===== config.mk =====
export PLATFORM = sky130hd
export DESIGN_NAME = romc_arbiter
export DESIGN_NICKNAME = d
export VERILOG_FILES = /design/src/rtl/romc_arb_pkg.sv /design/src/rtl/romc_arbiter_rr_pick.sv /design/src/rtl/romc_arbiter.sv
export SDC_FILE = /design/constraint.sdc
export NUM_CORES = 1
export LEC_CHECK = 0
export ABC_AREA = 0
export CAP_MARGIN = 20
export CORE_AREA = 2 2 146 120
export DETAILED_ROUTE_END_ITERATION = 12
export DIE_AREA = 0 0 148 122
export PLACE_DENSITY = 0.77
export SLEW_MARGIN = 20
export SYNTH_ARGS = -nofsm -noshare
export SYNTH_HDL_FRONTEND = slang
export SYNTH_SLANG_ARGS = --single-unit

===== constraint.sdc =====
create_clock -name clk -period 6.5 [get_ports clk]
set_input_delay 0.975 -clock clk [delete_from_list [all_inputs] [get_ports clk]]
set_output_delay 0.975 -clock clk [all_outputs]
set_load 0.01 [all_outputs]

===== src/rtl/romc_arb_pkg.sv =====
// -----------------------------------------------------------------------------
// romc_arb_pkg
// Shared definitions for the romc coefficient-ROM arbiter:
//   - ROM geometry (address width, data width, depth)
//   - tag_t: {valid, id} carried alongside each ROM read
//   - clog2(): integer ceiling log2, used to size requester ids
// -----------------------------------------------------------------------------
package romc_arb_pkg;

    localparam int ROM_ADDR_W = 3;
    localparam int ROM_DATA_W = 64;
    localparam int ROM_DEPTH  = 8;

    // Tag id field is sized for the largest supported requester count (8).
    // Narrower configurations zero-extend into it.
    localparam int TAG_ID_W   = 3;

    typedef struct packed {
        logic                valid;
        logic [TAG_ID_W-1:0] id;
    } tag_t;

    function automatic int clog2(input int value);
        int result;
        int remain;
        result = 0;
        remain = value - 1;
        while (remain > 0) begin
            result = result + 1;
            remain = remain >> 1;
        end
        return result;
    endfunction

endpackage


===== src/rtl/romc_arbiter_rr_pick.sv =====
// -----------------------------------------------------------------------------
// romc_rr_pick
// Pure combinational two-winner round-robin picker.
// Scans req starting at rr_ptr (modulo NREQ); the first set bit wins port 1,
// the second set bit wins port 2.
//
// Ports:
//   req      in   NREQ  request vector
//   rr_ptr   in   ID_W  scan start index
//   gnt      out  NREQ  one-hot or two-hot grant vector
//   pick1    out  ID_W  port-1 winner id   (valid when pick1_v)
//   pick1_v  out  1     port-1 has a winner
//   pick2    out  ID_W  port-2 winner id   (valid when pick2_v)
//   pick2_v  out  1     port-2 has a winner
// -----------------------------------------------------------------------------
module romc_rr_pick #(
    parameter int NREQ = 4,
    parameter int ID_W = 2
) (
    input  logic [NREQ-1:0] req,
    input  logic [ID_W-1:0] rr_ptr,
    output logic [NREQ-1:0] gnt,
    output logic [ID_W-1:0] pick1,
    output logic            pick1_v,
    output logic [ID_W-1:0] pick2,
    output logic            pick2_v
);

    always_comb begin
        int idx;
        idx     = 0;
        gnt     = '0;
        pick1   = '0;
        pick1_v = 1'b0;
        pick2   = '0;
        pick2_v = 1'b0;
        for (int k = 0; k < NREQ; k++) begin
            idx = (int'(rr_ptr) + k) % NREQ;
            if (req[idx[ID_W-1:0]]) begin
                if (!pick1_v) begin
                    pick1_v                = 1'b1;
                    pick1                  = idx[ID_W-1:0];
                    gnt[idx[ID_W-1:0]]     = 1'b1;
                end else if (!pick2_v) begin
                    pick2_v                = 1'b1;
                    pick2                  = idx[ID_W-1:0];
                    gnt[idx[ID_W-1:0]]     = 1'b1;
                end
            end
        end
    end

endmodule


===== src/rtl/romc_arbiter.sv =====
// -----------------------------------------------------------------------------
// romc_arbiter
// Round-robin arbiter sharing the dual-port coefficient ROM (romc) among NREQ
// requesters. Up to two requesters are granted per cycle, one per ROM port.
// Read data returns ROM_LAT cycles after the grant, tagged with the owner id.
//
// Optional build macro: ROMC_ARB_STATS_EN
//   defined   -> conflict_cnt counts cycles with more than two requesters,
//                saturating at 16'hFFFF
//   undefined -> conflict_cnt is constant zero, no counter present
//
// Ports:
//   clk           in   1          system clock
//   reset         in   1          asynchronous active-high reset
//   req           in   NREQ       per-requester read request (level)
//   addr          in   NREQ*3     packed addresses, requester i at [3i+2:3i]
//   gnt           out  NREQ       combinational grant
//   rom_addr1/2   out  3          ROM port addresses
//   rom_dout1/2   in   64         ROM port read data
//   rvalid1/2     out  1          read data valid per port
//   rid1/2        out  ID_W       owner id of the returned data
//   rdata1/2      out  64         returned read data
//   busy          out  1          any read in flight
//   conflict_cnt  out  16         contention statistics counter
// -----------------------------------------------------------------------------
module romc_arbiter
    import romc_arb_pkg::*;
#(
    parameter int NREQ    = 4,
    parameter int ID_W    = clog2(NREQ),
    parameter int ROM_LAT = 1
) (
    input  logic                       clk,
    input  logic                       reset,
    input  logic [NREQ-1:0]            req,
    input  logic [NREQ*ROM_ADDR_W-1:0] addr,
    output logic [NREQ-1:0]            gnt,
    output logic [ROM_ADDR_W-1:0]      rom_addr1,
    output logic [ROM_ADDR_W-1:0]      rom_addr2,
    input  logic [ROM_DATA_W-1:0]      rom_dout1,
    input  logic [ROM_DATA_W-1:0]      rom_dout2,
    output logic                       rvalid1,
    output logic [ID_W-1:0]            rid1,
    output logic [ROM_DATA_W-1:0]      rdata1,
    output logic                       rvalid2,
    output logic [ID_W-1:0]            rid2,
    output logic [ROM_DATA_W-1:0]      rdata2,
    output logic                       busy,
    output logic [15:0]                conflict_cnt
);

    // ------------------------------------------------------------------
    // Unpack per-requester address fields
    // ------------------------------------------------------------------
    logic [ROM_ADDR_W-1:0] addr_field [NREQ];

    genvar gi;
    generate
        for (gi = 0; gi < NREQ; gi++) begin : g_addr
            assign addr_field[gi] = addr[gi*ROM_ADDR_W +: ROM_ADDR_W];
        end
    endgenerate

    // ------------------------------------------------------------------
    // Round-robin pick
    // ------------------------------------------------------------------
    logic [ID_W-1:0] rr_ptr_reg;
    logic [ID_W-1:0] rr_ptr_next;
    logic [NREQ-1:0] pick_gnt;
    logic [ID_W-1:0] pick1;
    logic [ID_W-1:0] pick2;
    logic            pick1_v;
    logic            pick2_v;
    logic            grant1;
    logic            grant2;

    romc_rr_pick #(
        .NREQ (NREQ),
        .ID_W (ID_W)
    ) u_pick (
        .req     (req),
        .rr_ptr  (rr_ptr_reg),
        .gnt     (pick_gnt),
        .pick1   (pick1),
        .pick1_v (pick1_v),
        .pick2   (pick2),
        .pick2_v (pick2_v)
    );

    // No grant may be seen while reset is asserted: a grant the requester
    // believes was accepted would otherwise be silently lost.
    assign grant1 = pick1_v & ~reset;
    assign grant2 = pick2_v & ~reset;
    assign gnt    = reset ? '0 : pick_gnt;

    // Pointer moves past the last granted requester so it loses priority.
    always_comb begin
        logic [ID_W-1:0] last;
        last        = grant2 ? pick2 : pick1;
        rr_ptr_next = rr_ptr_reg;
        if (grant1) begin
            if (int'(last) == NREQ - 1) begin
                rr_ptr_next = '0;
            end else begin
                rr_ptr_next = last + ID_W'(1);
            end
        end
    end

    always_ff @(posedge clk or posedge reset) begin
        if (reset) begin
            rr_ptr_reg <= '0;
        end else begin
            rr_ptr_reg <= rr_ptr_next;
        end
    end

    // ------------------------------------------------------------------
    // ROM address mux; an idle port keeps presenting its last address
    // ------------------------------------------------------------------
    logic [ROM_ADDR_W-1:0] addr1_hold_reg;
    logic [ROM_ADDR_W-1:0] addr2_hold_reg;

    assign rom_addr1 = grant1 ? addr_field[pick1] : addr1_hold_reg;
    assign rom_addr2 = grant2 ? addr_field[pick2] : addr2_hold_reg;

    always_ff @(posedge clk or posedge reset) begin
        if (reset) begin
            addr1_hold_reg <= '0;
            addr2_hold_reg <= '0;
        end else begin
            addr1_hold_reg <= rom_addr1;
            addr2_hold_reg <= rom_addr2;
        end
    end

    // ------------------------------------------------------------------
    // Tag pipeline: follows each read through the ROM latency
    // ------------------------------------------------------------------
    tag_t tag1_in;
    tag_t tag2_in;
    tag_t pipe1_reg [ROM_LAT];
    tag_t pipe2_reg [ROM_LAT];
    tag_t tag1_out;
    tag_t tag2_out;

    always_comb begin
        tag1_in       = '0;
        tag2_in       = '0;
        tag1_in.valid = grant1;
        tag2_in.valid = grant2;
        if (grant1) begin
            tag1_in.id = TAG_ID_W'(pick1);
        end
        if (grant2) begin
            tag2_in.id = TAG_ID_W'(pick2);
        end
    end

    always_ff @(posedge clk or posedge reset) begin
        if (reset) begin
            for (int i = 0; i < ROM_LAT; i++) begin
                pipe1_reg[i] <= '0;
                pipe2_reg[i] <= '0;
            end
        end else begin
            pipe1_reg[0] <= tag1_in;
            pipe2_reg[0] <= tag2_in;
            for (int i = 1; i < ROM_LAT; i++) begin
                pipe1_reg[i] <= pipe1_reg[i-1];
                pipe2_reg[i] <= pipe2_reg[i-1];
            end
        end
    end

    assign tag1_out = pipe1_reg[ROM_LAT-1];
    assign tag2_out = pipe2_reg[ROM_LAT-1];

    always_comb begin
        busy = 1'b0;
        for (int i = 0; i < ROM_LAT; i++) begin
            busy = busy | pipe1_reg[i].valid | pipe2_reg[i].valid;
        end
    end

    // Upper id bits are zero when ID_W is narrower than the tag field.
    logic unused_tag_bits;
    assign unused_tag_bits = ^{tag1_out.id, tag2_out.id};

    // ------------------------------------------------------------------
    // Read return. romc already registers its output, so valid data is
    // passed straight through in the return cycle and captured so that
    // rdata holds the last delivered word while idle.
    // ------------------------------------------------------------------
    logic [ROM_DATA_W-1:0] rdata1_hold_reg;
    logic [ROM_DATA_W-1:0] rdata2_hold_reg;

    always_ff @(posedge clk or posedge reset) begin
        if (reset) begin
            rdata1_hold_reg <= '0;
            rdata2_hold_reg <= '0;
        end else begin
            if (tag1_out.valid) begin
                rdata1_hold_reg <= rom_dout1;
            end
            if (tag2_out.valid) begin
                rdata2_hold_reg <= rom_dout2;
            end
        end
    end

    assign rvalid1 = tag1_out.valid;
    assign rid1    = tag1_out.id[ID_W-1:0];
    assign rdata1  = tag1_out.valid ? rom_dout1 : rdata1_hold_reg;

    assign rvalid2 = tag2_out.valid;
    assign rid2    = tag2_out.id[ID_W-1:0];
    assign rdata2  = tag2_out.valid ? rom_dout2 : rdata2_hold_reg;

    // ------------------------------------------------------------------
    // Contention statistics
    // ------------------------------------------------------------------
`ifdef ROMC_ARB_STATS_EN
    logic [ID_W:0] req_pop;
    logic [15:0]   conflict_cnt_reg;

    always_comb begin
        req_pop = '0;
        for (int i = 0; i < NREQ; i++) begin
            req_pop = req_pop + (ID_W+1)'(req[i]);
        end
    end

    always_ff @(posedge clk or posedge reset) begin
        if (reset) begin
            conflict_cnt_reg <= '0;
        end else if ((req_pop > (ID_W+1)'(2)) && (conflict_cnt_reg != 16'hFFFF)) begin
            conflict_cnt_reg <= conflict_cnt_reg + 16'd1;
        end
    end

    assign conflict_cnt = conflict_cnt_reg;
`else
    assign conflict_cnt = 16'h0000;
`endif

endmodule


Word-level counts from Yosys, hierarchy flattened
Cells that the tools add are included.

word-level totals
  input port bits = 146
  register bits = 142
  output and inout bits = 161
  word-level logic and storage cells = 101

cells by class
  order comparisons = 10
  bitwise logic cells = 9
  $add $sub $neg = 4
  reduce and logical (&&, ||, !) cells = 4
  multiplexer cells = 64
  equality and inequality tests = 1

operators with widths
  kind                 count
  $mux 64              2
  $mux 2               19
  $mux 4               9
  $mux 1               18
  $mux 3               6
  $bmux 3 s2           2
  $lt 2x3->1 const B   4
  $or 4x4->4           3
  $bmux 1 s2           4
  $demux 1 s2          4
  $ge 2x1->1 const B   4
  $ge 3x3->1 const B   2
  $not 2->3            2
  $add 2x1->2 const B  2
  $add 2x2->2 const B  2
  $logic_and 1x1->1    4
  $and 1x1->1          2
  $eq 2x1->1 const B   1
  $not 1->1            1
  $or 1x1->1           1

Longest topological paths before layout
Gate-level depths: netlist of run 1.

  word-level depth = 16
  depth in mapped cells = 12
  gate-level depth less buffers = 8

Modules after synthesis
From an unflattened synthesis of run 1, not the netlist that was laid out.

second synthesis, totals
  cell total of the unflattened synthesis = 449
  area, all modules = 6314.8 µm²

modules (own cells, without submodules)
  module        area each (µm²)  times used  seq. area each (µm²)  cells an instance
  romc_arbiter  5579.1           1           3553.4                349
  romc_rr_pick  735.7            1           0.0                   100

Worst setup path after synthesis of run 1
OpenSTA, ideal clock, no wires.

  kind = input -> output
  start = input port req[3]
  end = output port rom_addr1[0]
  data required time = 5.525 ns
  path slack = 2.214 ns
  buffers on the path = 2
  stages on the path = 10
  arrival time = 3.311 ns
  cell sequence = clkbuf_8 -> mux4_2 -> buf_2 -> ha_1 -> nor4b_1 -> nor3_1 -> o221ai_1 -> nor2_2 -> mux2i_1 -> mux2_2

between the ends
  longest elaborated chain between the ends = 14
  elaborated cells between the ends (all ways) = 25
  classes of those cells = mux: 23; bitwise: 2

ends and longest elaborated chain
  what                                       RTL line                    text
  from (decl)                                romc_arbiter.sv:35          input logic [NREQ-1:0] req,
  $bmux 1 s2                                 romc_arbiter_rr_pick.sv:39  if (req[idx[ID_W-1:0]]) begin
  $mux 1 (not written as such)               romc_arbiter_rr_pick.sv:39
  $mux 2 / $mux 1 (equally long branches)    romc_arbiter_rr_pick.sv:39
  $mux 2                                     romc_arbiter_rr_pick.sv:40  if (!pick1_v) begin
  $mux 2                                     romc_arbiter_rr_pick.sv:39
  $mux 2                                     romc_arbiter_rr_pick.sv:40
  $mux 2                                     romc_arbiter_rr_pick.sv:39
  $mux 2                                     romc_arbiter_rr_pick.sv:40
  $mux 2                                     romc_arbiter_rr_pick.sv:39
  $not 2->3 (not written as such)            romc_arbiter.sv:124         assign rom_addr1 = grant1 ? addr_field[pick1] : addr1_hold_reg;
  $bmux 3 s2                                 romc_arbiter.sv:124
  $mux 3 (not written as such) (2 in a row)  romc_arbiter.sv:124
  $mux 3 (*)                                 romc_arbiter.sv:124
  to (decl)                                  romc_arbiter.sv:38          output logic [ROM_ADDR_W-1:0] rom_addr1,

Mark *: on every way between the ends. The rest lies on a longest branch, timed or not. The select of a mux whose other input is x is not followed.

Final worst setup path of run 1
  start = register rr_ptr_reg[0]
  end = output port rom_addr2[0]

between the ends
  longest elaborated chain between the ends = 16
  elaborated cells between the ends (all ways) = 34
  classes of those cells = add/sub: 3; mux: 29; bitwise: 2

ends and longest elaborated chain
  what                                                                  RTL line             text
  from (decl)                                                           romc_arbiter.sv:67   logic [ID_W-1:0] rr_ptr_reg;
  from (signal assigned)                                                romc_arbiter.sv:114  rr_ptr_reg <= rr_ptr_next;
  parallel branches: the longest is 15 deep, another holds $add 2x1->2  -
  $mux 3 (*)                                                            romc_arbiter.sv:125  assign rom_addr2 = grant2 ? addr_field[pick2] : addr2_hold_reg;
  to (decl)                                                             romc_arbiter.sv:39   output logic [ROM_ADDR_W-1:0] rom_addr2,

Mark *: on every way between the ends. The select of a mux whose other input is x is not followed.

==> results of run 1 <==
-- worst register-to-register path, delay by kind of cell (launching register included) --
kind	cells	cell delay (ns)
compound gates	3	0.86
fa+ha+maj	1	0.69
buf+inv	1	0.33
flops	1	0.92
mux	1	0.76
simple gates	2	0.36
-- per-stage QoR --
step | power (mW) | cells | hold WS [ns] | area [µm²]
2_1_floorplan | 2.696 | 479 | 0.5134 | 6573
3_3_place_gp | 3.597 | 952 | 0.4780 | 9465
3_5_place_dp | 3.686 | 952 | 0.4848 | 9465
4_1_cts | 4.754 | 983 | 0.4990 | 10100
6_report | 4.706 | 983 | 0.4937 | 10100
5_1_grt | 4.976 | 983 | 0.5097 | 10100
-- final cells by class --
type / instances / area, µm² / share of cell area
Clock inverter: 14 / 206.4 / 0.02045
Clock buffer: 17 / 425.4 / 0.04213
Multi-Input combinational cell: 286 / 2675 / 0.2649
Tap cell: 225 / 281.5 / 0.02788
Timing Repair Buffer: 293 / 2925 / 0.2897
Sequential cell: 142 / 3556 / 0.3522
Inverter: 6 / 27.53 / 0.002726
-- how the worst max path moves through the flow --
stage / to / slack [ns] / depth (start not counted)
global placement: rom_addr1[2] / 1.01 / 10
detailed placement: rom_addr2[2] / 0.92 / 9
finish: rom_addr2[0] / 0.73 / 9
floorplan: addr1_hold_reg[0]$_DFF_PP0_ / 1.60 / 2
global route: rom_addr2[2] / 0.45 / 9
CTS: rom_addr2[0] / 0.73 / 9
-- routing by layer --
metal	up-vias	part of all wire	wire, µm	track usage
met2	228	0.49	8703	0.3273
met5	-	0	0	0
met4	0	0.018	323	0.05833
li1	2203	-	-	-
met3	28	0.086	1512	0.07041
met1	2344	0.40	7079	0.2324
-- cells in the final DEF, fill, tap and decap left out, types with 5 or more instances in the layout --
cell	count
conb_1	16
nand2_1	8
nand3_1	12
clkdlybuf4s50_1	290
mux2_2	135
dfrtp_1	140
ha_1	7
mux2i_1	14
nand3b_1	5
o21ai_0	8
inv_1	5
inv_6	6
a21oi_1	7
clkbuf_16	17
nor3_1	5
nor2_1	7
-- power groups by stage --
stage               clock [mW]  combinational [mW]  sequential (mW)
finish                    1.04                2.39             1.28
global route              1.11                2.56             1.31
CTS                       1.07                2.41             1.28
detailed placement           0                2.39             1.29
global placement             0                2.32             1.28
floorplan                    0                1.45             1.25
-- cells by family (layout without fill, tap and decap cells) --
group	Yosys count	after routing	synth area share
AOI/OAI and AO/OA	48	48	0.06049
other	1	16	0.0005755
xor gates and xnor gates	4	4	0.005377
buffers and inverters	51	330	0.05280
and+or+nand+nor	57	57	0.05185
muxes	153	153	0.2686
DFF	142	142	0.5453
adders and majority gates	8	8	0.01498
==> results.sh, run 1 <==
export IMPL_worstReg2RegEnd="addr2_hold_reg[0]$_DFF_PP0_"
export IMPL_drive_gt1_frac=0.2559
export IMPL_hold_buffers=0
export IMPL_antenna_left=0
export IMPL_synth_edf_count=0
export IMPL_p_switching_mw=1.596
export IMPL_cp_data_required_time_ns=5.52
export IMPL_antenna_found_initial=0
export IMPL_rsz0062_at_grt="no"
export IMPL_worstPathArrival_ns=4.80
export IMPL_finalSetupViolCount=0
export IMPL_slew_violations=0
export IMPL_pwr_share_clk=0.221
export IMPL_num_rows=43
export IMPL_grt_pass1_wl_mm=27.24
export IMPL_period_needed_ns=5.774
export IMPL_n_antenna_cell=0
export IMPL_clkTransAtPathRegs_ns=0.06
export IMPL_ir_drop_mv=0.2497
export IMPL_hold_depth=1
export IMPL_tightest_slew_ns=0.8930
export IMPL_hpwlAfterDp_mm=12.92
export IMPL_synth_top_area_share=0.5453
export IMPL_grt_usage=0.1934
export IMPL_post_cts_setup_buffers=0
export IMPL_grt_max_degree=86
export IMPL_synthToLayoutAreaGrowth_pct=54.95
export IMPL_core_um2=16790
export IMPL_cp_cell_sequence="inv_1 > ha_1 > mux4_2 > nor3b_1 > a21oi_1 > a2bb2oi_2 > nand3_1 > a31o_2 > clkdlybuf4s50_1"
export IMPL_critical_path_top_delay_family="flip-flops"
export IMPL_initial_core_util=0.3882
export IMPL_status="finished, final reports clean"
export IMPL_yosysWarnings=0
export IMPL_reg2reg_slack_ns=2.48
export IMPL_drc_errors=0
export IMPL_p_sw_frac=0.3392
export IMPL_fillers=1331
export IMPL_via_count=4803
export IMPL_path_buf_inv=2
export IMPL_ys_ff_latch=142
export IMPL_power_density_nw_per_um2=466.1
export IMPL_max_stage_delay_ns=0.92
export IMPL_die_h_um=122
export IMPL_cts_made_buffers=17
export IMPL_synth_common_cells="dfrtp_1, mux2_2, buf_4"
export IMPL_grt_pass1_vias=4955
export IMPL_fp_dieW_um=148
export IMPL_cts_repair_resized=0
export IMPL_final_hold_viol_count=0
export IMPL_cts_tree="built"
export IMPL_hold_class="reg2reg"
export IMPL_fin_nets=899
export IMPL_clock_fmax_mhz=173.2
export IMPL_final_core_util=0.6015
export IMPL_place_congestion=0.9508
export IMPL_viasPerCell=4.886
export IMPL_ys_seq_area_frac=0.5453
export IMPL_startpoint="rr_ptr_reg[0]$_DFFE_PP0P_"
export IMPL_cts_num_sinks=142
export IMPL_setup_slack_ns=0.7259
export IMPL_reg2reg_from="rr_ptr_reg[0]$_DFFE_PP0P_"
export IMPL_path_max_fanout=24
export IMPL_cp_slowest_cell="dfrtp_1"
export IMPL_cts_root_buf="clkbuf_16"
export IMPL_finalWirelength_mm=17.62
export IMPL_cap_violations=0
export IMPL_fin_crit_sh=0.8883
export IMPL_drt_iter0_markers=203
export IMPL_combPwrFrac=0.508
export IMPL_fin_skew_ns=0.006566
export IMPL_clockBufferDepth=2
export IMPL_tns_ns=0
export IMPL_clk_latency_ns=0.41
export IMPL_drtPass1Iterations=5
export IMPL_synthArstFlopShare=1.000
export IMPL_post_place_ws_ns=0.9241
export IMPL_synth_cell_type_count=59
export IMPL_cp_start_kind="flop"
export IMPL_syn_area_um2=6516
export IMPL_seq_power_share=0.271
export IMPL_p_leak_nw=4.109
export IMPL_crit_path_end_kind="primary output"
export IMPL_min_from="rdata1_hold_reg[57]$_DFF_PP0_"
export IMPL_dieArea_um2=18060
export IMPL_htreeDepth=4
export IMPL_port_buffers=290
export IMPL_synth_most_common_cell="dfrtp_1"
export IMPL_wl_per_cell_um=17.92
export IMPL_synthTopCellsByArea="dfrtp_1, mux2_2, buf_4"
export IMPL_slew_headroom=0.4047
export IMPL_grt_overflow=0
export IMPL_synth_top_flop_cell="dfrtp_1"
export IMPL_syn_area_per_cell_um2=14.04
export IMPL_synth_largest_area_cell="dfrtp_1"
export IMPL_reg2reg_depth=8
export IMPL_internal_power_mw=3.110
export IMPL_critical_path_class="reg2out"
export IMPL_hold_path_end="rdata1_hold_reg[57]$_DFF_PP0_"
export IMPL_io_pins=307
export IMPL_syn_inst=464
(Power assumes the default switching activity.)
==> run 2, diff against run 1 <==
ABC_AREA = unset   (was 0)
CELL_PAD_IN_SITES_DETAIL_PLACEMENT = 0   (was unset)
CELL_PAD_IN_SITES_GLOBAL_PLACEMENT = 1   (was unset)
CORE_AREA = 2 2 163 133   (was 2 2 146 120)
DIE_AREA = 0 0 165 135   (was 0 0 148 122)
PLACE_DENSITY = unset   (was 0.77)
PLACE_DENSITY_LB_ADDON = 0.1   (was unset)
==> results.sh, run 2 (synthesized netlist as in run 1, its figures left out) <==
export IMPL_power_mw=4.713
export IMPL_io_pins=307
export IMPL_antenna_found_initial=0
export IMPL_cts_repair_resized=0
export IMPL_tightest_slew_ns=0.8968
export IMPL_place_congestion=0.8499
export IMPL_slew_headroom=0.4021
export IMPL_die_h_um=135
export IMPL_layout_common_cells="clkdlybuf4s50_1, dfrtp_1, mux2_2"
export IMPL_htreeDepth=4
export IMPL_antenna_left=0
export IMPL_grt_max_degree=96
export IMPL_crit_path_end_kind="primary output"
export IMPL_hold_buffers=0
export IMPL_port_buffers=290
export IMPL_cts_tree="built"
export IMPL_fp_dieW_um=165
export IMPL_clk_latency_ns=0.41
export IMPL_wl_per_cell_um=19.18
export IMPL_cts_num_sinks=142
export IMPL_clkTransAtPathRegs_ns=0.06
export IMPL_fin_crit_sh=0.8699
export IMPL_initial_core_util=0.3175
export IMPL_cts_root_buf="clkbuf_16"
export IMPL_viasPerCell=4.683
export IMPL_num_rows=47
export IMPL_drt_iter0_markers=342
export IMPL_dieArea_um2=22280
export IMPL_cts_made_buffers=17
export IMPL_drc_errors=0
export IMPL_worstPathArrival_ns=4.68
export IMPL_final_common_cell="clkdlybuf4s50_1"
export IMPL_grt_overflow=0
export IMPL_grt_pass1_wl_mm=29.21
export IMPL_period_needed_ns=5.654
export IMPL_fin_nets=901
export IMPL_drtPass1Iterations=4
export IMPL_final_hold_viol_count=0
export IMPL_post_cts_setup_buffers=0
export IMPL_reg2reg_depth=8
export IMPL_hpwlAfterDp_mm=14.66
export IMPL_layout_cells_non_filler=1029
export IMPL_finalSetupViolCount=0
export IMPL_grt_usage=0.1737
export IMPL_cp_data_required_time_ns=5.52
export IMPL_finalWirelength_mm=19.73
export IMPL_synthToLayoutAreaGrowth_pct=55.80
export IMPL_cap_violations=0
export IMPL_fillers=1815
export IMPL_core_um2=20520
export IMPL_ir_drop_mv=0.2187
export IMPL_final_core_util=0.4947
export IMPL_place_inst=998
export IMPL_grt_pass1_vias=4954
export IMPL_hold_class="reg2reg"
export IMPL_path_max_fanout=19
export IMPL_hold_depth=1
export IMPL_critical_path_class="in2out"
export IMPL_fin_skew_ns=0.009836
export IMPL_rsz0062_at_grt="no"
export IMPL_power_density_nw_per_um2=464.2
export IMPL_p_leak_nw=4.116
export IMPL_slew_violations=0
export IMPL_drive_gt1_frac=0.2579
export IMPL_via_count=4819
export IMPL_tns_ns=0
export IMPL_placed_cell_area_um2=9535
export IMPL_status="finished, final reports clean"
export IMPL_cp_start_kind="input port"
export IMPL_fin_area_um2=10150
export IMPL_n_antenna_cell=0
export IMPL_clock_fmax_mhz=176.9
export IMPL_clockBufferDepth=2
run 2: metal layers:
layer / routed length (µm) / GRT usage
met1: 8098 / 0.2145
met2: 9151 / 0.2729
met3: 2144 / 0.07801
met4: 339 / 0.05362
met5: 0 / 0
run 2: report_power, final:
group / internal (mW) / leakage, nW / switching (mW) / total, mW
combinational: 1.29 / 2.15 / 1.14 / 2.44
clock: 0.623 / 0.296 / 0.407 / 1.03
sequential: 1.17 / 1.67 / 0.0768 / 1.25
run 2: path summary, 6_finish.rpt:
| path | startpoint | slack, ns | end |
|---|---|---|---|
| worst max-delay path | req[3] | 0.85 | rom_addr1[0] |
| worst min register to register | rdata1_hold_reg[50]$_DFF_PP0_ | 0.49 | rdata1_hold_reg[50]$_DFF_PP0_ |
| worst max register to register | rr_ptr_reg[1]$_DFFE_PP0P_ | 2.91 | rr_ptr_reg[1]$_DFFE_PP0P_ |
| worst min-delay path | rdata1_hold_reg[50]$_DFF_PP0_ | 0.49 | rdata1_hold_reg[50]$_DFF_PP0_ |
| max in group asynchronous | reset | 3.87 | rvalid2$_DFF_PP0_ |
| min in group asynchronous | reset | 1.37 | rid2[0]$_DFF_PP0_ |
run 2: area by class of cell:
cell class | count | area, µm² | area share
Sequential cell | 142 | 3556 | 0.3503
Timing Repair Buffer | 295 | 2940 | 0.2896
Multi-Input combinational cell | 286 | 2675 | 0.2635
Clock buffer | 18 | 439.2 | 0.04326
Tap cell | 269 | 336.6 | 0.03315
Clock inverter | 13 | 177.7 | 0.01750
Inverter | 6 | 27.53 | 0.002711
run 2: stage by stage:
stage	hold WS (ns)	worst slack (ns)
floorplan	0.5134	1.598
global placement	0.4794	0.9413
detailed placement	0.4835	0.9231
CTS	0.4992	0.9077
global route	0.5058	0.6131
finish	0.4926	0.8460
run 2: critical path, stage by stage:
cell and delay, ns:
clkdlybuf4s50_1 0.69, mux4_2 0.77, ha_1 0.38, nor4b_1 0.32
nor3_1 0.08, o221ai_1 0.35, nor2_2 0.15, mux2i_1 0.16
mux2_2 0.30, clkdlybuf4s50_1 0.48
